[config.mk]
export PLATFORM = sky130hd
export DESIGN_NAME = logit_approx_seq_flat
export DESIGN_NICKNAME = d
export VERILOG_FILES = /design/src/rtl/logit_approx_seq_if.sv /design/src/rtl/logit_approx_seq.sv /design/src/flat_wrapper.sv
export SDC_FILE = /design/constraint.sdc
export NUM_CORES = 1
export LEC_CHECK = 0
export CORE_ASPECT_RATIO = 0.8
export CORE_MARGIN = 1.5
export CORE_UTILIZATION = 55
export CTS_BUF_LIST = sky130_fd_sc_hd__clkbuf_8
export DETAILED_ROUTE_END_ITERATION = 12
export PLACE_DENSITY = 0.81
export SETUP_SLACK_MARGIN = 0.4
export SLEW_MARGIN = 40
export SYNTH_ARGS = -nofsm -noshare
export SYNTH_HDL_FRONTEND = slang
export SYNTH_SLANG_ARGS = --single-unit
[constraint.sdc]
create_clock -name clk -period 9.58 [get_ports clk]
set_input_delay 1.916 -clock clk [delete_from_list [all_inputs] [get_ports clk]]
set_output_delay 1.916 -clock clk [all_outputs]
set_load 0.1 [all_outputs]
[src/rtl/logit_approx_seq_if.sv]
// Handshake bundle for logit_approx_seq: input y channel and output x channel.
// The slave modport is the converter's side of both channels.
interface logit_approx_seq_if;
  logic        in_valid;
  logic        in_ready;
  logic [15:0] in_data;
  logic        out_valid;
  logic        out_ready;
  logic [15:0] out_data;

  modport master (
    output in_valid, in_data, out_ready,
    input  in_ready, out_valid, out_data
  );

  modport slave (
    input  in_valid, in_data, out_ready,
    output in_ready, out_valid, out_data
  );
endinterface

[src/rtl/logit_approx_seq.sv]
// Q8.8 probability -> signed Q8.8 logit, piecewise-linear log2, iterative normalise.
// Define LOGIT_FAST_NORM_EN for single-cycle normalisation via priority encoder.
module logit_approx_seq #(
  parameter logic [15:0] SAT_POS = 16'h7FFF,
  parameter logic [15:0] SAT_NEG = 16'h8000
) (
  input  logic clk,
  input  logic rst_n,
  input  logic ena,
  logit_approx_seq_if.slave bus,
  output logic busy
);

  typedef enum logic [1:0] {
    IDLE,
    NORM,
    DONE
  } state_t;

  state_t      state_q;
  logic [8:0]  t_q;
  logic [2:0]  n_q;
  logic        side_q;
  logic        out_valid_q;
  logic [15:0] out_data_q;

  logic        sat_neg_d;
  logic        sat_pos_d;
  logic        side_acc_d;
  logic [8:0]  t_acc_d;
  logic [8:0]  t_fin_d;
  logic [2:0]  n_fin_d;
  logic        norm_done_d;
  logic [6:0]  m_d;
  logic [15:0] mag_d;
  logic [15:0] res_d;

  assign bus.in_ready  = ena & (state_q == IDLE);
  assign bus.out_valid = out_valid_q;
  assign bus.out_data  = out_data_q;
  assign busy          = (state_q != IDLE);

  assign sat_neg_d  = bus.in_data[15] | (bus.in_data == 16'h0000);
  assign sat_pos_d  = (bus.in_data >= 16'h0100);
  // y < 1.0 here, so y >= 0.5 is just bit 7
  assign side_acc_d = bus.in_data[7];
  assign t_acc_d    = side_acc_d ? (9'h100 - bus.in_data[8:0])
                                 : bus.in_data[8:0];

`ifdef LOGIT_FAST_NORM_EN
  logic [2:0] s_d;

  always_comb begin
    s_d = 3'd0;
    priority case (1'b1)
      t_q[8], t_q[7], t_q[6]: s_d = 3'd0;
      t_q[5]: s_d = 3'd1;
      t_q[4]: s_d = 3'd2;
      t_q[3]: s_d = 3'd3;
      t_q[2]: s_d = 3'd4;
      t_q[1]: s_d = 3'd5;
      t_q[0]: s_d = 3'd6;
      default: s_d = 3'd0;
    endcase
  end

  assign t_fin_d     = t_q << s_d;
  assign n_fin_d     = s_d;
  assign norm_done_d = 1'b1;
`else
  assign t_fin_d     = t_q;
  assign n_fin_d     = n_q;
  assign norm_done_d = (t_q >= 9'd64);
`endif

  // t is in [64,128] here, so m fits in 7 bits
  assign m_d   = 7'(9'd128 - t_fin_d);
  assign mag_d = {5'b0, n_fin_d, 8'b0}
               + {7'b0, m_d, 2'b0};
  assign res_d = side_q ? mag_d
                        : (~mag_d + 16'd1);

  always_ff @(posedge clk) begin
    if (!rst_n) begin
      state_q     <= IDLE;
      t_q         <= '0;
      n_q         <= '0;
      side_q      <= 1'b0;
      out_valid_q <= 1'b0;
      out_data_q  <= '0;
    end else if (ena) begin
      unique case (state_q)
        IDLE: begin
          if (bus.in_valid) begin
            if (sat_neg_d) begin
              out_data_q  <= SAT_NEG;
              out_valid_q <= 1'b1;
              state_q     <= DONE;
            end else if (sat_pos_d) begin
              out_data_q  <= SAT_POS;
              out_valid_q <= 1'b1;
              state_q     <= DONE;
            end else begin
              side_q  <= side_acc_d;
              t_q     <= t_acc_d;
              n_q     <= 3'd0;
              state_q <= NORM;
            end
          end
        end
        NORM: begin
          if (norm_done_d) begin
            t_q         <= t_fin_d;
            n_q         <= n_fin_d;
            out_data_q  <= res_d;
            out_valid_q <= 1'b1;
            state_q     <= DONE;
          end else begin
            t_q <= t_q << 1;
            n_q <= n_q + 3'd1;
          end
        end
        DONE: begin
          if (bus.out_ready) begin
            out_valid_q <= 1'b0;
            state_q     <= IDLE;
          end
        end
        default: state_q <= IDLE;
      endcase
    end
  end

endmodule

[src/flat_wrapper.sv]
// flat-port wrapper written by rule: the top's interface ports become plain ports
module logit_approx_seq_flat 
#(
  parameter logic [15:0] SAT_POS = 16'h7FFF,
  parameter logic [15:0] SAT_NEG = 16'h8000
)
  (clk, rst_n, ena, busy, bus_in_valid, bus_in_data, bus_out_ready, bus_in_ready, bus_out_valid, bus_out_data);
  logit_approx_seq_if bus_i ();
  input  logic clk;
  input  logic rst_n;
  input  logic ena;
  output logic busy;
  input wire logic [$bits(bus_i.in_valid)-1:0] bus_in_valid;
  input wire logic [$bits(bus_i.in_data)-1:0] bus_in_data;
  input wire logic [$bits(bus_i.out_ready)-1:0] bus_out_ready;
  output wire logic [$bits(bus_i.in_ready)-1:0] bus_in_ready;
  output wire logic [$bits(bus_i.out_valid)-1:0] bus_out_valid;
  output wire logic [$bits(bus_i.out_data)-1:0] bus_out_data;
  assign bus_i.in_valid = bus_in_valid;
  assign bus_i.in_data = bus_in_data;
  assign bus_i.out_ready = bus_out_ready;
  assign bus_in_ready = bus_i.in_ready;
  assign bus_out_valid = bus_i.out_valid;
  assign bus_out_data = bus_i.out_data;
  logit_approx_seq #(.SAT_POS(SAT_POS), .SAT_NEG(SAT_NEG)) u_core (.clk(clk), .rst_n(rst_n), .ena(ena), .bus(bus_i), .busy(busy));
endmodule
==> impl_metrics.ini, run 1 <==
[layout]
drive_gt1_share_pct = 15.1
multi_input_area_um2 = 1370
fin_cells = 334
num_antenna_cells = 0
seqCellArea_um2 = 621
fillers = 310
layout.nets = 319
areaGrowthSynthToFinish_pct = 16.1

[power_and_ir_drop]
internal_power_uw = 243
p_leak_nw = 0.982
p_switching_uw = 167
seqPwrFrac_pct = 35.4
p_per_area_nw_per_um2 = 167
peakVddDrop_v = 0.0000921
comb_power_share_pct = 39.5
swShare_pct = 40.8
clkPwrFrac_pct = 25.1

[detailed_routing]
totalWireLength_um = 4690
wl_per_cell_um = 14.1
firstDrtPassIters = 4
drc = 0
wl_met1_um = 2290
vias = 1999
antenna_left = 0
drtIter0Drc = 183
top_layer = met4
met2WireLength_um = 2180
avgViaCountPerCell = 5.99
met3_length_um = 195

[yosys]
syn_area_um2 = 2120
yosysUniqueCellTypes = 61
syn-num-nets = 289
synth_common_cells = 31 x dfxtp_1, 29 x a21oi_1, 24 x nand2_1, 23 x nor2_1, 11 x o21ai_0
synth_top_area_cell = dfxtp_1
syn_inst = 262
ys_warn_count = 0
post-synth-top-area-fraction_pct = 29.3
yosys-top-cells-area = dfxtp_1 29%, a21oi_1 6.9%, nand2_1 4.3%
synth_most_common_cell = dfxtp_1
seq_area_frac_synth_pct = 29.3
async_reset_ff_share_pct = 0
synth-main-ff-cell = dfxtp_1
synth-seq-cells = 31
synth_edf_count = 0
syn_area_per_cell_um2 = 8.08

[timing]
period_share_pct = 51.2
setup_violations = 0
max_slew.worst_pin.slew_ps = 764
timing.slew.headroom_pct = 49.1
finalHoldViolations = 0
worst_slack_ps = 4680
drv_slew = 0
skew_ps = 9.10
tns_ps = 0
rsz0062_at_grt = false
fmax_mhz = 204
post-route-min-period_ps = 4900

[floorplanning]
placementRows = 19
die_area_um2 = 4230
ios = 40
core_area_um2 = 3570
die-height_um = 58.5
start_util_pct = 59.3
die_w_um = 72.3

[place]
pre_cts_slack_ps = 4690
globalplace.congestion = 0.790
dp.cells = 327
dp_hpwl_um = 3440
io_buffers = 39

[worst_setup_path]
critical_path_class = in2out
r2r_slack_ps = 6150
critPathMaxFanout = 4
arrival_ps = 2990
rr_endpoint = u_core.bus.out_data[15]$_SDFFE_PN0P_
ff2ff_path_depth = 12
start_kind = input pin
regToRegStartpoint = u_core.t_fin_d[0]$_SDFFE_PN0P_
crit_required_ps = 7660
worst_setup_path_end_kind = output port

[clock_tree]
root_buffer = clkbuf_8
cts_buffers = 5
cts_max_path_buffers = 2
worst_skew_pair.late_latency_ps = 280
cts_hold_buf = 0
cts_resized = 0
htreeDepth = 2
path_clk_slew_ps = 70
cts_tree = yes
tritoncts_num_sinks = 31
postCtsSetupRepairBufs = 0

[hold_path]
min_to = u_core.bus.out_data[14]$_SDFFE_PN0P_
holdPathStages = 2
hp-class = reg2reg
min-delay-start = u_core.bus.out_data[14]$_SDFFE_PN0P_

[global_route]
grt_overflow = 0
grt_pass1_vias = 1692
grt_antenna_before_repair = 0
grt_max_degree = 27
grt_first_pass_wirelength_um = 7690
grt_usage_pct = 23.1

[job]
maxCapViolCount = 0

[status]
status = finished clean
==> layer usage <==
layer  vias up  track usage (%)
met1       923             31.3
met3         4             4.62
li1       1026                -
met4         0             6.47
met5         -                0
met2        46             37.7
==> flip-flops by register name (all words and copies together) (netlist names) <==
register,cells
u_core.n_fin_d,3
u_core.bus.out_data,15
u_core.side_q,1
u_core.bus.out_valid,1
u_core.t_fin_d,9
u_core.state_q,2
==> cell type report <==
| type | count | share of cell area [%] |
|---|---|---|
| Tap cell | 42 | 2.14 |
| Multi-Input combinational cell | 206 | 55.6 |
| Clock inverter | 1 | 0.204 |
| Timing Repair Buffer | 39 | 12.0 |
| Sequential cell | 31 | 25.3 |
| Inverter | 9 | 1.38 |
| Clock buffer | 6 | 3.36 |
==> placed cells by master (no fill, tap or decap), drive strengths merged, types with 3 or more instances in the layout <==
cell type      count
xor2               6
a21oi             29
buf               19
nor2              24
inv                8
ha                 6
nand2             24
or2                3
nor3               8
a31oi              6
nor2b              3
nand3              7
xnor2              7
mux2i              5
clkdlybuf4s50     20
o211ai             6
o21ai             14
clkbuf             6
and3               8
nand2b             5
or3                4
o31ai              3
dfxtp             31
nor4               4
==> stage by stage <==
stage | power, mW | hold slack [ps] | util, % | instance area, um2
4_1_cts | 0.410 | 457 | 68.8 | 2450
3_3_place_gp | 0.314 | 443 | 68.7 | 2450
6_report | 0.410 | 454 | 68.9 | 2460
2_1_floorplan | 0.279 | 461 | - | 2120
3_5_place_dp | 0.309 | 448 | 66.3 | 2360
5_1_grt | 0.428 | 482 | 68.9 | 2460
==> kinds of logic (layout without fill, tap and decap cells) <==
logic type | Yosys count | after routing | share of synthesized area [%]
adder cells (fa/ha/maj) | 6 | 6 | 3.55
AND/OR/NAND/NOR | 103 | 103 | 26.1
XOR/XNOR | 13 | 13 | 5.38
multiplexers | 5 | 5 | 2.37
buffers and inverters | 25 | 55 | 6.68
AO/OA/AOI/OAI | 79 | 79 | 26.6
flip-flops | 31 | 31 | 29.3
==> critical path, cell delays in order <==
cell,delay (ps)
clkdlybuf4s50_1,510
and2_1,140
buf_2,420
==> power groups by stage <==
stage / sequential [mW] / clock [mW] / combinational [mW]
2_1_floorplan: 0.194 / 0 / 0.0847
3_3_place_gp: 0.148 / 0 / 0.167
3_5_place_dp: 0.148 / 0 / 0.161
4_1_cts: 0.145 / 0.104 / 0.161
5_1_grt: 0.146 / 0.108 / 0.173
6_report: 0.145 / 0.103 / 0.162
==> worst max-delay path by stage <==
stage                     from      endpoint  slack (ps)  cells past startpoint
after floorplan            ena  bus_in_ready        5010                      1
after detailed placement   ena  bus_in_ready        4690                      3
final                      ena  bus_in_ready        4680                      3
after CTS                  ena  bus_in_ready        4690                      3
after global placement     ena  bus_in_ready        3990                      3
after global routing       ena  bus_in_ready        4640                      3
No activity file was read; power rests on OpenSTA's default activity.
==> run 2, diff against run 1 <==
--- a/config.mk
+++ b/config.mk
@@ -7,10 +7,10 @@
 export LEC_CHECK = 0
 export CORE_ASPECT_RATIO = 0.8
 export CORE_MARGIN = 1.5
-export CORE_UTILIZATION = 55
+export CORE_UTILIZATION = 54
 export CTS_BUF_LIST = sky130_fd_sc_hd__clkbuf_8
 export DETAILED_ROUTE_END_ITERATION = 12
-export PLACE_DENSITY = 0.81
+export PLACE_DENSITY = 0.79
 export SETUP_SLACK_MARGIN = 0.4
 export SLEW_MARGIN = 40
 export SYNTH_ARGS = -nofsm -noshare
==> constraint.sdc (replaced) <==
create_clock -name clk -period 4.52 [get_ports clk]
set_input_delay 0.904 -clock clk [delete_from_list [all_inputs] [get_ports clk]]
set_output_delay 0.904 -clock clk [all_outputs]
set_load 0.1 [all_outputs]
==> impl_metrics.ini, run 2 (synthesis results as in run 1) <==
[layout]
layout.nets = 319
areaGrowthSynthToFinish_pct = 17.7
final_cell_mix = 31 x dfxtp_1, 29 x a21oi_1, 24 x nand2_1, 23 x nor2_1, 20 x clkdlybuf4s50_1
largest_reg_flops = 15
final_common_cell = dfxtp_1
num_antenna_cells = 0
fin_util_pct = 65.9
fillers = 332
drive_gt1_share_pct = 15.4

[power_and_ir_drop]
p_leak_nw = 0.986
p_per_area_nw_per_um2 = 362
p_total_uw = 901
peakVddDrop_v = 0.000163

[timing]
whs_ps = 464
tns_ps = 0
finalHoldViolations = 0
drv_slew = 0
rsz0062_at_grt = false
period_share_pct = 75.4
worst_slack_ps = 1110
post-route-min-period_ps = 3410
fmax_mhz = 294
setup_violations = 0
timing.slew.headroom_pct = 46.9
max_slew.worst_pin.slew_ps = 796
skew_ps = 7.65

[floorplanning]
die-height_um = 59.0
die_w_um = 73.0
ios = 40
start_util_pct = 56.0
placementRows = 20
core_area_um2 = 3780
die_area_um2 = 4310

[job]
maxCapViolCount = 0

[clock_tree]
root_buffer = clkbuf_8
cts_resized = 0
htreeDepth = 2
cts_hold_buf = 0
path_clk_slew_ps = 70
worst_skew_pair.late_latency_ps = 280
cts_tree = yes
tritoncts_num_sinks = 31
postCtsSetupRepairBufs = 0
cts_buffers = 5
cts_max_path_buffers = 2

[place]
pre_cts_slack_ps = 1150
io_buffers = 39
dp_hpwl_um = 3660
globalplace.congestion = 0.849

[worst_setup_path]
cp_common_cell = ha_1
regToRegStartpoint = u_core.t_fin_d[0]$_SDFFE_PN0P_
critPathBufInv = 1
start_kind = flop
worst_setup_path_end_kind = flop
ff2ff_path_depth = 12
crit_chain = inv_1, ha_1, or4b_4, nor2_1, xnor2_1, ha_1, ha_1, nor4_1, or2_2, and3_2, o21ai_1, a32o_1
arrival_ps = 3580
rr_endpoint = u_core.bus.out_data[15]$_SDFFE_PN0P_
critical_path_class = reg2reg
critPathTopFamily = simple AND/OR/NAND/NOR gates
r2r_slack_ps = 1110
crit_slowest_cell = or4b_4
slowest_delay_ps = 530
critPathMaxFanout = 9
crit_required_ps = 4690

[detailed_routing]
drtIter0Drc = 174
drc = 0
vias = 2028
firstDrtPassIters = 4
totalWireLength_um = 5090
avgViaCountPerCell = 5.83
antenna_left = 0
wl_per_cell_um = 14.6

[hold_path]
holdPathStages = 2
hp-class = reg2reg
min-delay-start = u_core.bus.out_data[14]$_SDFFE_PN0P_
min_to = u_core.bus.out_data[14]$_SDFFE_PN0P_

[global_route]
grt_pass1_vias = 1762
grt_overflow = 0
grt_first_pass_wirelength_um = 8390
grt_antenna_before_repair = 0
grt_max_degree = 27
grt_usage_pct = 24.9

[status]
status = finished clean
-- run 2: routing by layer --
| metal | up-vias | share of wire (%) | GRT usage (%) |
|---|---|---|---|
| li1 | 1013 | - | - |
| met1 | 940 | 47 | 36.1 |
| met2 | 71 | 44 | 38.1 |
| met3 | 4 | 8.0 | 4.93 |
| met4 | 0 | 0.51 | 6.20 |
| met5 | - | 0 | 0 |
-- run 2: per-stage QoR --
step,cell area (um2),std cells
after floorplan,2120,262
after global placement,2460,340
after detailed placement,2380,340
after CTS,2490,348
after global routing,2490,348
final,2490,348
-- run 2: area by class of cell --
class                           instances  area, um2  share of cell area, %
Clock inverter                          1       7.51                  0.301
Tap cell                               55       68.8                   2.76
Inverter                                9       33.8                   1.36
Clock buffer                            7       96.3                   3.87
Timing Repair Buffer                   39        298                   12.0
Sequential cell                        31        621                   24.9
Multi-Input combinational cell        206       1370                   54.8
-- run 2: power breakdown --
| group | switching (mW) | internal, mW | total, mW |
|---|---|---|---|
| Clock | 0.107 | 0.138 | 0.246 |
| Sequential | 0.0150 | 0.292 | 0.307 |
| Combinational | 0.244 | 0.104 | 0.349 |
-- run 2: worst max-delay path by stage --
stage	startpoint	end	slack [ps]	cells past startpoint
3_5_place_dp	bus_in_data[15]	u_core.n_fin_d[0]$_SDFFE_PN0P_	1150	7
5_1_grt	u_core.t_fin_d[0]$_SDFFE_PN0P_	u_core.bus.out_data[15]$_SDFFE_PN0P_	960	12
4_1_cts	u_core.t_fin_d[0]$_SDFFE_PN0P_	u_core.bus.out_data[15]$_SDFFE_PN0P_	1140	12
6_report	u_core.t_fin_d[0]$_SDFFE_PN0P_	u_core.bus.out_data[15]$_SDFFE_PN0P_	1110	12
3_3_place_gp	bus_in_data[4]	u_core.n_fin_d[2]$_SDFFE_PN0P_	1210	7
2_1_floorplan	u_core.t_fin_d[0]$_SDFFE_PN0P_	u_core.bus.out_data[15]$_SDFFE_PN0P_	1440	12
-- run 2: tightest hold or removal path, cell delays in order (launching register included) --
cell and delay [ps]:
dfxtp_1 310, nand2_1 50, a21oi_1 60
==> run 3, diff against run 2 <==
==> constraint.sdc (replaced) <==
create_clock -name clk -period 3.2 [get_ports clk]
set_input_delay 0.64 -clock clk [delete_from_list [all_inputs] [get_ports clk]]
set_output_delay 0.64 -clock clk [all_outputs]
set_load 0.1 [all_outputs]
==> impl_metrics.ini, run 3 (synthesis results as in run 1) <==
[status]
status = finished clean

[global_route]
grt_first_pass_wirelength_um = 8470
grt_usage_pct = 25.5
grt_pass1_vias = 1813
grt_max_degree = 21
grt_overflow = 0
grt_antenna_before_repair = 0

[floorplanning]
ios = 40
die-height_um = 59.0
start_util_pct = 56.0
placementRows = 20
die_area_um2 = 4310
core_area_um2 = 3780
die_w_um = 73.0

[place]
placed_area_um2 = 2510
dp_hpwl_um = 3660
pre_cts_slack_ps = 133
globalplace.congestion = 0.781
io_buffers = 39
dp.cells = 344

[timing]
timing.slew.headroom_pct = 50.7
fmax_mhz = 361
skew_ps = 2.73
period_share_pct = 86.5
whs_ps = 466
setup_violations = 0
max_slew.worst_pin.slew_ps = 737
drv_slew = 0
tns_ps = 0
finalHoldViolations = 0
rsz0062_at_grt = true
post-route-min-period_ps = 2770
worst_slack_ps = 431

[power_and_ir_drop]
clkPwrFrac_pct = 25.8
swShare_pct = 39.9
p_per_area_nw_per_um2 = 484
comb_power_share_pct = 41.0
internal_power_uw = 787
seqPwrFrac_pct = 33.2
peakVddDrop_v = 0.000328
p_leak_nw = 1.06
p_total_mw = 1.31
p_switching_uw = 522

[layout]
fin_util_pct = 71.5
final_common_cell = buf_4
fillers = 301
fin_cells = 359
num_antenna_cells = 0
drive_gt1_share_pct = 22.7
largest_reg_flops = 15
areaGrowthSynthToFinish_pct = 27.7
final_cell_mix = 30 x buf_4, 28 x a21oi_1, 28 x dfxtp_1, 24 x nand2_1, 22 x nor2_1
design_area_um2 = 2700
multi_input_area_um2 = 1440
layout.nets = 330
seqCellArea_um2 = 629

[detailed_routing]
firstDrtPassIters = 4
wl_per_cell_um = 14.3
vias = 2037
totalWireLength_um = 5130
antenna_left = 0
drc = 0
drtIter0Drc = 144
avgViaCountPerCell = 5.67

[clock_tree]
worst_skew_pair.late_latency_ps = 290
cts_tree = yes
path_clk_slew_ps = 60
cts_buffers = 5
root_buffer = clkbuf_8
cts_max_path_buffers = 2
tritoncts_num_sinks = 31
htreeDepth = 2

[worst_setup_path]
crit_required_ps = 3360
start_kind = flop
arrival_ps = 2930
critPathMaxFanout = 3
worst_setup_path_end_kind = flop
critical_path_class = reg2reg

[hold_path]
hp-class = reg2reg

[job]
maxCapViolCount = 0
[run 3: layout make-up]
cell class	count	area share (%)
Clock buffer	7	3.56
Sequential cell	31	23.3
Multi-Input combinational cell	206	53.4
Inverter	9	1.34
Tap cell	55	2.55
Clock inverter	1	0.139
Timing Repair Buffer	50	15.7
[run 3: worst max-delay path: stages, from the launching register on]
cell and delay [ps]:
dfxtp_4 350, inv_4 60, ha_4 130, or4b_4 480, nor2_4 120, xnor2_2 120
ha_2 220, ha_4 220, a2111oi_4 310, buf_4 170, o211ai_2 90, mux2i_1 150
o21ai_1 130, a31oi_1 90
[run 3: routing by layer]
layer  up-vias  track usage, %  share of wire [%]
li1       1043               -                  -
met1       937            33.8                 46
met2        53            41.7                 48
met3         4            5.61                4.4
met4         0            8.09                1.1
met5         -               0                  0
[run 3: power by group through the flow]
stage,combinational (mW),sequential (mW),clock [mW]
2_1_floorplan,0.262,0.581,0
5_1_grt,0.569,0.437,0.360
3_5_place_dp,0.510,0.444,0
6_report,0.537,0.434,0.338
4_1_cts,0.531,0.434,0.341
3_3_place_gp,0.505,0.443,0
[run 3: final timing paths]
| path | from | endpoint | slack [ps] | depth (start not counted) |
|---|---|---|---|---|
| setup / recovery | u_core.t_fin_d[0]$_SDFFE_PN0P_ | u_core.bus.out_data[11]$_SDFFE_PN0P_ | 430 | 13 |
| hold / removal | u_core.bus.out_data[12]$_SDFFE_PN0P_ | u_core.bus.out_data[12]$_SDFFE_PN0P_ | 470 | 2 |
| setup reg to reg | u_core.t_fin_d[0]$_SDFFE_PN0P_ | u_core.bus.out_data[11]$_SDFFE_PN0P_ | 430 | 13 |
| hold reg to reg | u_core.bus.out_data[12]$_SDFFE_PN0P_ | u_core.bus.out_data[12]$_SDFFE_PN0P_ | 470 | 2 |
[run 3: what timing repair did]
| action | 4_1_cts | 5_1_grt |
|---|---|---|
| hold buffers | 0 | 0 |
| hold endpoints to repair | 0 | 0 |
| setup endpoints to repair | 6 | 7 |
| pin swaps | 11 | 5 |
| resized for setup | 9 | 3 |
| buffers inserted | 7 | 0 |
